==> config.mk <==
export PLATFORM = sky130hd
export DESIGN_NAME = demux_deser
export DESIGN_NICKNAME = d
export VERILOG_FILES = /design/src/rtl/demux_deser.sv
export SDC_FILE = /design/constraint.sdc
export NUM_CORES = 1
export LEC_CHECK = 0
export CORE_MARGIN = 2
export CORE_UTILIZATION = 52
export CTS_BUF_LIST = sky130_fd_sc_hd__clkbuf_16
export CTS_CLUSTER_SIZE = 24
export DETAILED_ROUTE_END_ITERATION = 10
export PLACE_DENSITY = 0.83
export SLEW_MARGIN = 20
export SYNTH_ARGS = -nofsm -noshare
export SYNTH_HDL_FRONTEND = slang
export SYNTH_SLANG_ARGS = --single-unit
==> constraint.sdc <==
create_clock -name clk -period 3.75 [get_ports clk]
set_input_delay 0.75 -clock clk [delete_from_list [all_inputs] [get_ports clk]]
set_output_delay 0.75 -clock clk [all_outputs]
set_load 0.01 [all_outputs]
==> src/rtl/demux_deser.sv <==
// Serial-to-parallel receiver: steers LSB-first serial bits into a WIDTH-bit word and
// hands completed words to the consumer through a one-entry valid/ready buffer.
module demux_deser #(
    parameter int WIDTH = 8,
    parameter int SEL_W = $clog2(WIDTH)
) (
    input  logic             clk,
    input  logic             reset,
    input  logic             en,
    input  logic             din,
    input  logic             clr,
    output logic [SEL_W-1:0] sel,
    output logic [WIDTH-1:0] q,
    output logic             q_valid,
    input  logic             q_ready,
    output logic             overrun
);

    // Handshake: a word on q transfers on any rising edge where q_valid=1 and q_ready=1;
    // q_ready has no effect while q_valid=0, and q holds its value after being consumed.
    typedef enum logic {
        BUF_EMPTY = 1'b0,
        BUF_FULL  = 1'b1
    } buf_state_e;

    buf_state_e       r_state;
    buf_state_e       w_state_nxt;
    logic [SEL_W-1:0] r_sel;
    logic [WIDTH-1:0] r_shreg;
    logic [WIDTH-1:0] r_q;
    logic             r_overrun;

    logic             w_capture;
    logic             w_last;
    logic [WIDTH-1:0] w_word;
    logic             w_load;
    logic             w_drop;

    assign w_capture = en && !clr;
    assign w_last    = w_capture && (r_sel == SEL_W'(WIDTH - 1));
    // The final bit bypasses the shift register so the word is ready on the same edge.
    assign w_word    = {din, r_shreg[WIDTH-2:0]};

    always_comb begin
        w_state_nxt = r_state;
        w_load      = 1'b0;
        w_drop      = 1'b0;
        case (r_state)
            BUF_EMPTY: begin
                if (w_last) begin
                    w_state_nxt = BUF_FULL;
                    w_load      = 1'b1;
                end
            end
            BUF_FULL: begin
                if (w_last) begin
                    if (q_ready) begin
                        w_load = 1'b1;
                    end else begin
                        w_drop = 1'b1;
                    end
                end else if (q_ready) begin
                    w_state_nxt = BUF_EMPTY;
                end
            end
            default: w_state_nxt = BUF_EMPTY;
        endcase
    end

    always_ff @(posedge clk) begin
        if (reset) begin
            r_state <= BUF_EMPTY;
        end else begin
            r_state <= w_state_nxt;
        end
    end

    always_ff @(posedge clk) begin
        if (reset) begin
            r_sel   <= '0;
            r_shreg <= '0;
        end else if (clr) begin
            r_sel   <= '0;
            r_shreg <= '0;
        end else if (en) begin
            r_shreg[r_sel] <= din;
            if (w_last) begin
                r_sel <= '0;
            end else begin
                r_sel <= r_sel + SEL_W'(1);
            end
        end
    end

    always_ff @(posedge clk) begin
        if (reset) begin
            r_q       <= '0;
            r_overrun <= 1'b0;
        end else begin
            if (w_load) begin
                r_q <= w_word;
            end
            if (w_drop) begin
                r_overrun <= 1'b1;
            end
        end
    end

    assign sel     = r_sel;
    assign q       = r_q;
    assign q_valid = (r_state == BUF_FULL);
    assign overrun = r_overrun;

endmodule

# Word level (Yosys, flattened, before mapping)
# Index checks and enable logic that the tools add are counted.
totals:
  ff_bits: 21
  elab_cells: 28
op_classes:
  n_addsub: 1
  n_lt_le_gt_ge: 2
  eq_ne: 1
  muxes: 13
  bitwise_logic: 1
  n_reduce_logical: 5
op_table:
  columns: ["op", "n"]
  rows:
  - ["8-bit bitwise mux", 1]
  - ["1-bit two-way mux", 8]
  - ["3-bit by 4-bit less-than comparator with 1-bit output (second input constant)", 1]
  - ["1-bit one-hot mux with 2 select lines", 2]
  - ["3-bit by 1-bit adder with 3-bit output (second input constant)", 1]
  - ["1-bit demux with 3-bit select", 1]
  - ["3-bit equality test (second input constant)", 1]
  - ["3-bit by 1-bit greater-or-equal comparator with 1-bit output (second input constant)", 1]
  - ["1-bit logical AND", 3]
  - ["3-bit two-way mux", 1]
  - ["2-bit OR reduction", 1]
  - ["1-bit zero test", 1]
  - ["1-bit inverter", 1]

# Logic depth before layout (Yosys ltp)
depth:
  ltp_word: 5
  mapped_depth: 6

# Worst setup path after synthesis
# Ideal clock, no wire load.
synth_path:
  kind: "input to register"
  from: "input clr"
  to: "register r_q[0] (netlist: q[0])"
  arrival_ns: 1.429
  required_time_ns: 3.678
  path_slack_ns: 2.249
  cell_stages: 4
  path_buffers: 1
  cell_sequence: "nand3b_2 -> nor2b_2 -> buf_6 -> mux2i_1"
synth_via:
  elab_chain_len: 5
  word_cells_on_any_way: 6
  classes_between: "mux (3); reduce/logical (3)"
synth_rtl:
  columns: ["item", "line_no", "source"]
  rows:
  - ["start: declaration", "11", "input logic clr,"]
  - ["1-bit zero test (*)", "39", "assign w_capture = en && !clr;"]
  - ["1-bit logical AND (*)", "39", null]
  - ["1-bit logical AND (*)", "40", "assign w_last = w_capture && (r_sel == SEL_W'(WIDTH - 1));"]
  - ["1-bit two-way mux (on tied branches)", "56, 50", null]
  - ["1-bit one-hot mux with 2 select lines (*)", "48", "case (r_state)"]
  - ["end signal: assignment", "101", "r_q <= w_word;"]
  - ["end: declaration", "30", "logic [WIDTH-1:0] r_q;"]
# Every way passes the cells marked *; elsewhere a longest branch is shown, timed or not.
# A chain may end at the register's enable or synchronous reset.

# Worst setup path in the final report
layout_path:
  from: "input en"
  to: "register r_q[0] (netlist: q[0])"
layout_via:
  elab_chain_len: 4
  word_cells_on_any_way: 5
  classes_between: "mux (3); reduce/logical (2)"
layout_rtl:
  columns: ["item", "line_no", "source"]
  rows:
  - ["start: declaration", "9", "input logic en,"]
  - ["1-bit logical AND (*)", "39", null]
  - ["1-bit logical AND (*)", "40", null]
  - ["1-bit two-way mux (on tied branches)", "56, 50", null]
  - ["1-bit one-hot mux with 2 select lines (*)", "48", null]
# Marked as above.

==> results by group <==
STA
  – Crit share post-route: 0.600
  – Setup Viol. Count Final: 0
  – Unrepaired setup endpoints after global routing: no
  – Final hold vios: 0
  – Slew HR: 0.663
  – Setup_tns: 0 ns
  – Final min period: 2.25 ns
  – Slew Viols, Final: 0
  – Worst-Margin Slew: 0.503 ns
  – Clock skew: 0.00111 ns
  – FMAX: 0.445 GHz

Synth
  – Netlist Area Pre-Place: 922 um2
  – Synth top area share: 0.434
  – Ys flop type: dfxtp_1
  – Synth Area per Inst: 10.6 um2
  – Synth Instances: 87
  – YS warnings: 0
  – Yosys reg bits: 20
  – Synth area leader: dfxtp_1
  – Asr flop ratio synth: 0
  – Synth area leaders: dfxtp_1 (43%), mux2i_1 (16%), nand2b_1 (14%)
  – Register area share after synthesis: 0.434
  – Syn_nets: 95
  – Yosys cell types: 17
  – EDFF count, synth: 0

Clock network
  – H-tree depth: 1
  – Clock Sinks: 20
  – Total CTS buffers: 3
  – CTS Hold Bufs: 0
  – Post-cts sizing count: 0
  – Clock transition at path regs: 0.05 ns
  – CTS tree: built
  – Post-CTS setup buffers: 0
  – Clock Tree Root: clkbuf_16
  – Clock Latency Late Sink: 0.24 ns
  – Max clock buf depth: 2

Critical path
  – Crit. End Element: flip-flop
  – Worst Setup Start Kind: input pin
  – Crit path kind: in2reg
  – Crit path DAT: 2.42 ns
  – Critical Path RT: 3.92 ns
  – Crit path max fanout: 14

Drt
  – Final ANT Viol Nets: 0
  – DRT Pass-1 Iters: 3
  – Routed len/inst: 12.5 um
  – Vias: 650
  – Via/cell ratio: 5.33
  – DRC: 0
  – Routed WL: 1.52 mm
  – Iter 0 DRT Violations: 3

Global routing
  – Vias in the first global route: 586
  – Total gr overflow: 0
  – Pin count of the biggest net entering global routing: 20
  – Initial antenna violation count: 0
  – GRT Total Usage: 0.165
  – First-pass GRT wire length: 2.53 mm

Place
  – Port Buffers: 18
  – Placed insts: 118
  – Final RePlAce weighted congestion: 0.682
  – Post-DP HPWL: 1.05 mm

Floorplanning
  – Die area: 0.00213 mm2
  – Core Box Area: 0.00169 mm2
  – FP Rows: 15
  – Die height: 46.1 um
  – Initial core utilization: 0.546
  – # IOs: 19
  – Die width: 46.1 um

Cells and area
  – Layout area overhead: 27.1%
  – Non-Filler Instances: 122
  – Share of layout cells above drive strength 1: 0.0571
  – Number of diodes: 0
  – NumNets Final: 114

Pwr
  – Maximum vdd drop: 0.190 mV
  – LEAKAGE: 0.436 nW
  – Pwr/cell area: 384 mW/mm2

Outcome
  – Outcome: finished, final reports clean

Min path
  – Hold Crit Class: reg2reg

Run
  – Max-cap check violation count: 0
## cells in the mapped netlist, drive strengths merged (2+ instances only)
cell and count:
ha 2, nand3b 2, mux2i 15, nand4b 3, clkbuf 2, nand3 2
a21oi 4, dfxtp 20, and4bb 3, nand2b 20, nor2 8, buf 2
## cell usage in the layout, fill, tap and decap left out
cell type	count
nand3b_2	1
nor2b_2	1
clkbuf_16	3
or2_1	1
nand3_1	2
mux2i_1	15
and4bb_1	3
dfxtp_1	20
clkinv_1	1
a21oi_1	4
nand3b_1	1
clkdlybuf4s50_1	18
nor2_1	8
nand2b_1	20
o21ba_1	1
nand4b_1	3
nor4b_4	1
ha_1	2
## cell families (layout without fill, tap and decap cells)
kind of cell             Yosys count  after routing  synth area share
AO/OA/AOI/OAI                      5              5            0.0326
buffers and inverters              4             22            0.0326
flip-flops                        20             20             0.434
AND/OR/NAND/NOR                   41             41             0.311
adder cells (fa/ha/maj)            2              2            0.0271
multiplexers                      15             15             0.163
## registers in the layout (all words and copies together) (netlist names)
register	count
overrun	1
q	8
q_valid	1
r_shreg	7
sel	3
## metrics by stage
| stage | worst slack (ns) | instance area, um2 | hold slack [ns] | utilization | power, W |
|---|---|---|---|---|---|
| finish | 1.50 | 1170 | 0.467 | 0.694 | 0.000450 |
| global route | 1.39 | 1170 | 0.496 | 0.694 | 0.000467 |
| CTS | 1.51 | 1170 | 0.472 | 0.694 | 0.000457 |
| detailed placement | 1.26 | 1090 | 0.459 | 0.647 | 0.000243 |
| global placement | 1.33 | 1090 | 0.456 | 0.647 | 0.000243 |
| floorplan | 2.25 | 922 | 0.451 | - | 0.000234 |
## worst paths after layout
| check | end | from | slack (ns) | depth (start not counted) |
|---|---|---|---|---|
| worst min-delay path | overrun | overrun | 0.47 | 1 |
| worst max register to register | q[0] | sel[0] | 1.88 | 5 |
| worst max-delay path | q[0] | en | 1.50 | 4 |
| worst min register to register | overrun | overrun | 0.47 | 1 |
## critical path, cell delays in order
cell and delay [ns]:
clkdlybuf4s50_1 0.73, nand3b_2 0.21, nor2b_2 0.46, mux2i_1 0.26
## per-layer routing
layer,global-route usage,part of all wire
met5,0,0
met4,0.0686,0.0086
met3,0.0353,0.024
met2,0.239,0.44
met1,0.235,0.52
## final cells by class
class / instances / area, um2
Fill cell: 130 / 517
Multi-Input combinational cell: 63 / 492
Sequential cell: 20 / 400
Timing Repair Buffer: 18 / 180
Clock buffer: 3 / 75.1
Tap cell: 17 / 21.3
Clock inverter: 1 / 3.75
## power by group
part | internal (W) | total [W] | switching (W)
combinational | 0.0000136 | 0.0000229 | 0.00000933
clock | 0.000142 | 0.000211 | 0.0000698
sequential | 0.000214 | 0.000216 | 0.00000226
(Power assumes the default switching activity.)
